File: src/rtl/mul_accum_if.sv
// Handshake bundle between the multiplier product stream, the accumulator and its result consumer.
// slave is the accumulator's view; master is the producer/consumer side.
interface mul_accum_if #(
  parameter int PW   = 16,
  parameter int ACCW = 24,
  parameter int CNTW = 9
);
  logic            in_valid;
  logic            in_ready;
  logic [PW-1:0]   in_p;
  logic            in_last;
  logic            out_valid;
  logic            out_ready;
  logic [ACCW-1:0] out_acc;
  logic [CNTW-1:0] out_cnt;
  logic            out_ovf;

  modport slave (
    input  in_valid, in_p, in_last, out_ready,
    output in_ready, out_valid, out_acc, out_cnt, out_ovf
  );

  modport master (
    output in_valid, in_p, in_last, out_ready,
    input  in_ready, out_valid, out_acc, out_cnt, out_ovf
  );
endinterface

File: src/rtl/mul_accum.sv
// Accumulates an unsigned product stream and presents sum/beat count/overflow
// when the beat flagged last arrives.
module mul_accum #(
  parameter int PW   = 16,
  parameter int ACCW = 24,
  parameter int CNTW = 9,
  parameter bit SAT  = 1'b1
) (
  input  logic        clk,
  input  logic        rst_n,
  input  logic        clr,
  mul_accum_if.slave  bus
);

  typedef enum logic [1:0] {IDLE, ACCUM, HOLD} state_e;

  state_e          state_q;
  logic [ACCW-1:0] acc_q, acc_d;
  logic [CNTW-1:0] cnt_q, cnt_d;
  logic            ovf_q, ovf_d;
  logic            out_valid_q;
  logic [ACCW:0]   sum;

  // One extra bit of headroom exposes the carry out of the accumulator.
  always_comb begin
    sum   = {1'b0, acc_q} + {{(ACCW+1-PW){1'b0}}, bus.in_p};
    acc_d = sum[ACCW-1:0];
    ovf_d = ovf_q;
    if (sum[ACCW]) begin
      ovf_d = 1'b1;
      if (SAT) acc_d = '1;
    end
    cnt_d = (&cnt_q) ? cnt_q : cnt_q + CNTW'(1);
  end

  assign bus.in_ready  = rst_n && !clr && (state_q != HOLD);
  assign bus.out_valid = out_valid_q;
  assign bus.out_acc   = acc_q;
  assign bus.out_cnt   = cnt_q;
  assign bus.out_ovf   = ovf_q;

  always_ff @(posedge clk or negedge rst_n) begin
    if (!rst_n) begin
      state_q     <= IDLE;
      acc_q       <= '0;
      cnt_q       <= '0;
      ovf_q       <= 1'b0;
      out_valid_q <= 1'b0;
    end else if (clr) begin
      state_q     <= IDLE;
      acc_q       <= '0;
      cnt_q       <= '0;
      ovf_q       <= 1'b0;
      out_valid_q <= 1'b0;
    end else begin
      case (state_q)
        IDLE, ACCUM: begin
          // in_ready is guaranteed high in these states once past reset/clr
          if (bus.in_valid) begin
            acc_q <= acc_d;
            cnt_q <= cnt_d;
            ovf_q <= ovf_d;
            if (bus.in_last) begin
              state_q     <= HOLD;
              out_valid_q <= 1'b1;
            end else begin
              state_q     <= ACCUM;
            end
          end
        end
        HOLD: begin
          if (bus.out_ready) begin
            state_q     <= IDLE;
            acc_q       <= '0;
            cnt_q       <= '0;
            ovf_q       <= 1'b0;
            out_valid_q <= 1'b0;
          end
        end
        default: begin
          state_q     <= IDLE;
          out_valid_q <= 1'b0;
        end
      endcase
    end
  end

endmodule
File: src/flat_wrapper.sv
// flat-port wrapper written by rule: the top's interface ports become plain ports
module mul_accum_flat 
#(
  parameter int PW   = 16,
  parameter int ACCW = 24,
  parameter int CNTW = 9,
  parameter bit SAT  = 1'b1
)
  (clk, rst_n, clr, bus_in_valid, bus_in_p, bus_in_last, bus_out_ready, bus_in_ready, bus_out_valid, bus_out_acc, bus_out_cnt, bus_out_ovf);
  mul_accum_if #(.PW(PW), .ACCW(ACCW), .CNTW(CNTW)) bus_i ();
  input  logic clk;
  input  logic rst_n;
  input  logic clr;
  input wire logic [$bits(bus_i.in_valid)-1:0] bus_in_valid;
  input wire logic [$bits(bus_i.in_p)-1:0] bus_in_p;
  input wire logic [$bits(bus_i.in_last)-1:0] bus_in_last;
  input wire logic [$bits(bus_i.out_ready)-1:0] bus_out_ready;
  output wire logic [$bits(bus_i.in_ready)-1:0] bus_in_ready;
  output wire logic [$bits(bus_i.out_valid)-1:0] bus_out_valid;
  output wire logic [$bits(bus_i.out_acc)-1:0] bus_out_acc;
  output wire logic [$bits(bus_i.out_cnt)-1:0] bus_out_cnt;
  output wire logic [$bits(bus_i.out_ovf)-1:0] bus_out_ovf;
  assign bus_i.in_valid = bus_in_valid;
  assign bus_i.in_p = bus_in_p;
  assign bus_i.in_last = bus_in_last;
  assign bus_i.out_ready = bus_out_ready;
  assign bus_in_ready = bus_i.in_ready;
  assign bus_out_valid = bus_i.out_valid;
  assign bus_out_acc = bus_i.out_acc;
  assign bus_out_cnt = bus_i.out_cnt;
  assign bus_out_ovf = bus_i.out_ovf;
  mul_accum #(.PW(PW), .ACCW(ACCW), .CNTW(CNTW), .SAT(SAT)) u_core (.clk(clk), .rst_n(rst_n), .clr(clr), .bus(bus_i));
endmodule
File: config.mk
export PLATFORM = sky130hd
export DESIGN_NAME = mul_accum_flat
export DESIGN_NICKNAME = d
export VERILOG_FILES = /design/src/rtl/mul_accum_if.sv /design/src/rtl/mul_accum.sv /design/src/flat_wrapper.sv
export SDC_FILE = /design/constraint.sdc
export NUM_CORES = 1
export LEC_CHECK = 0
export ABC_AREA = 1
export CAP_MARGIN = 20
export CELL_PAD_IN_SITES_DETAIL_PLACEMENT = 1
export CELL_PAD_IN_SITES_GLOBAL_PLACEMENT = 1
export CORE_MARGIN = 5
export CORE_UTILIZATION = 39
export DETAILED_ROUTE_END_ITERATION = 12
export PLACE_DENSITY_LB_ADDON = 0.1
export SLEW_MARGIN = 0
export SYNTH_ARGS = -nofsm -noshare
export SYNTH_HDL_FRONTEND = slang
export SYNTH_SLANG_ARGS = --single-unit
File: constraint.sdc
create_clock -name clk -period 3.33 [get_ports clk]
set_clock_uncertainty 0.15 [all_clocks]
set_input_delay 0.666 -clock clk [delete_from_list [all_inputs] [get_ports clk]]
set_output_delay 0.666 -clock clk [all_outputs]
set_load 0.02 [all_outputs]
==> metrics.csv, run 1 <==
stage,metric,value,unit
placed_design,place_congestion,0.855,
logic_synthesis,synth.yosys.seq_area_share,29.3,%
die,core_area,7810,um2
global_route,grt_antenna_before_repair,0,
global_route,grt_usage,22.0,%
logic_synthesis,syn_nets,561,
logic_synthesis,synthAdderAreaFrac,7.76,%
route,vias_per_cell,5.08,
sta,hold_slack,0.368,ns
power,p_sw_share,47.4,%
logic_synthesis,synth_area,3160,um2
layout,final_cell_area,3980,um2
route,wl_per_cell,15.5,um
run,max_cap_violations,0,
sta,clock.fmax,348,MHz
worst_setup_path,path_common_cell,clkdlybuf4s50_1,
route,wl,10600,um
sta,rsz0062_at_grt,false,
logic_synthesis,synthFlopType,dfrtp_1,
sta,drv_slew,0,
sta,relSlewSlack,64.4,%
layout,regArea,926,um2
power,combPwrFrac,58.0,%
power,p_seq_share,25.8,%
clock_tree,clock_path_buffers,2,
power,p_leak,2.15,nW
sta,worst_pin_slew,0.533,ns
die,die_y,100,um
layout,nets,623,
layout,drive_gt1_share,5.15,%
logic_synthesis,synthMuxAreaShare,0,%
placed_design,portBuffers,57,
power,intPower,1.31,mW
route,drt_pre_antenna_iters,4,
power,worst_ir_drop_vdd,0.000293,V
layout,syn2layout_area_growth,25.9,%
clock_tree,clock_latency,0.29,ns
route,drtIter0Drc,117,
global_route,overflow,0,
die,start_util,40.5,%
clock_tree,cts_tree,done,
worst_setup_path,cp-end-kind,output port,
sta,min_period,2.87,ns
power,clockPowerShare,16.2,%
sta,fin_setup_tns,0,ns
power,p_per_area,628,nW/um2
power,switchingPower,1.18,mW
layout,n_fill_cell,1091,
logic_synthesis,avgSynthCellArea,6.08,um2
global_route,grt_pass1_wl,17800,um
sta,fin_crit_sh,86.2,%
die,die_x,100,um
global_route,grt_pass1_vias,3788,
worst_setup_path,required,2.51,ns
clock_tree,clk_pin_slew_worst_paths,0.08,ns
logic_synthesis,synth_edf_count,0,
route,antenna_left,0,
clock_tree,cts_root_buf,clkbuf_8,
hold_path,hp-class,register to register,
die,fp-row-count,32,
logic_synthesis,synth_compound_area_share,5.03,%
die,die_area,10000,um2
placed_design,dpl-instance-area,3870,um2
clock_tree,hold_buffers,0,
worst_setup_path,critical_path_class,input port to output port,
route,drc,0,
placed_design,dpl.hpwl,8480,um
clock_tree,post_cts_buffers,0,
worst_setup_path,critPathLaunchType,input port,
logic_synthesis,async_reset_ff_share,100,%
worst_setup_path,worstPathCellList,"clkdlybuf4s50_1, inv_2, nand2_1, nor2_1, clkdlybuf4s50_1",
route,via_count,3478,
layout,fin_cells,684,
sta,final-setup-viol-count,0,
logic_synthesis,syn_inst,520,
logic_synthesis,synth.distinct_cells,28,
clock_tree,ctsResizeCount,0,
logic_synthesis,synth_simple_gate_area_share,44.4,%
placed_design,dp_cells,677,
logic_synthesis,ys_warn_count,0,
status,status,finished clean,
global_route,grt_start_max_net_pins,38,
sta,finalHoldViolCount,0,
clock_tree,cts_buffers,5,
logic_synthesis,synth_xor_area_share,3.05,%
worst_setup_path,cp.arrival,2.06,ns
logic_synthesis,ys_ff_latch,37,
layout,multi_input_area,1900,um2
clock_tree,htreeDepth,2,
die,boundaryPins,58,
clock_tree,cts.sinks,37,
layout,diodes,0,
logic_synthesis,synth_top_family_by_area,simple AND/OR/NAND/NOR gates,
worst_setup_path,cp_max_fo,5,
worst_setup_path,critPathMaxStageDelay,0.62,ns
worst_setup_path,critPathSlowestCell,clkdlybuf4s50_1,
placed cells by master (no fill, tap or decap), types with 3 or more instances in the layout:
cell	count
a21oi_1	18
buf_4	3
clkbuf_8	5
clkdlybuf4s50_1	56
dfrtp_1	37
ha_1	18
inv_1	70
inv_2	7
nand2_1	224
nand2_2	4
nand3_1	46
nand4_1	6
nor2_1	42
nor3_1	9
o21ai_0	6
o21ai_1	3
xnor2_1	6
xor2_1	5
flip-flops by register name (all words and copies together) (netlist names):
signal and count:
u_core.state_q 2, u_core.bus.out_acc 24, u_core.bus.out_cnt 9, u_core.bus.out_ovf 1
u_core.bus.out_valid 1
synth_stat cells, types with 2 or more instances:
library cell / instances / area (um2)
xor2_1: 5 / 43.8
and2_1: 2 / 12.5
o21ai_1: 3 / 15.0
clkbuf_1: 2 / 7.51
nand4_1: 6 / 37.5
dfrtp_1: 37 / 926
nand2_1: 224 / 841
nand3_1: 46 / 230
nor3_1: 9 / 45.0
nor2_1: 42 / 158
ha_1: 18 / 225
a21oi_2: 2 / 17.5
inv_2: 7 / 26.3
a21oi_1: 18 / 90.1
buf_2: 3 / 15.0
inv_1: 70 / 263
nand2_2: 4 / 25.0
xnor2_1: 6 / 52.6
o21ai_0: 6 / 30.0
nand3b_1: 2 / 15.0
cells by family (layout without fill, tap and decap cells):
logic type,after synthesis,after routing
XOR/XNOR,11,11
flip-flops,37,37
AND/OR/NAND/NOR,339,339
buffers and inverters,84,146
AO/OA/AOI/OAI,30,30
adder cells (fa/ha/maj),19,19
layout make-up:
| class | instances | share of cell area, % |
|---|---|---|
| multi-input combinational | 399 | 47.8 |
| tap | 102 | 3.21 |
| clock buffer | 5 | 1.73 |
| sequential | 37 | 23.3 |
| timing repair buffer | 62 | 15.8 |
| inverter | 77 | 7.27 |
| clock inverter | 2 | 0.881 |
power by group through the flow:
stage | combinational [mW] | sequential, mW | clock (mW)
6_report | 1.45 | 0.645 | 0.403
3_3_place_gp | 1.41 | 0.647 | 0
5_1_grt | 1.61 | 0.663 | 0.434
2_1_floorplan | 0.824 | 0.752 | 0
3_5_place_dp | 1.44 | 0.654 | 0
4_1_cts | 1.45 | 0.645 | 0.410
critical path, delay by kind of cell:
| family | cells | cell delay, ns |
|---|---|---|
| buffers and inverters | 3 | 1.21 |
| AND/OR/NAND/NOR | 2 | 0.18 |
path summary, 6_finish.rpt:
check	from	endpoint	slack (ns)	cells after the start
min in group asynchronous	rst_n	u_core.bus.out_acc[7]$_DFFE_PN0P_	0.38	2
worst max-delay path	clr	bus_in_ready	0.46	5
max in group asynchronous	rst_n	u_core.state_q[1]$_DFFE_PN0P_	2.28	2
worst min register to register	u_core.bus.out_acc[9]$_DFFE_PN0P_	u_core.bus.out_acc[9]$_DFFE_PN0P_	0.37	2
worst min-delay path	u_core.bus.out_acc[9]$_DFFE_PN0P_	u_core.bus.out_acc[9]$_DFFE_PN0P_	0.37	2
worst max register to register	u_core.bus.out_acc[0]$_DFFE_PN0P_	u_core.bus.out_acc[22]$_DFFE_PN0P_	0.87	13
per-stage QoR:
stage          setup WS, ns  total power [mW]  util (%)
2_1_floorplan         0.891              1.58         -
3_3_place_gp          0.321              2.05      49.6
3_5_place_dp          0.212              2.09      49.6
4_1_cts               0.455              2.51      50.9
5_1_grt               0.353              2.70      50.9
6_report              0.458              2.50      50.9
layer usage:
layer  track usage [%]  part of all wire, %  vias to the layer above
li1                  -                    -                     1731
met1              28.5                   47                     1683
met2              39.0                   49                       56
met3              3.20                  2.9                        8
met4              4.66                  1.0                        0
met5                 0                    0                        -
Note: power is estimated with default switching activity, not from simulation.
==> inputs of run 2 (changes only) <==
Settings changed: CAP_MARGIN 20 to 15.
==> results of run 2 <==
The final DEF is identical to that of run 1; final timing and power are the same.
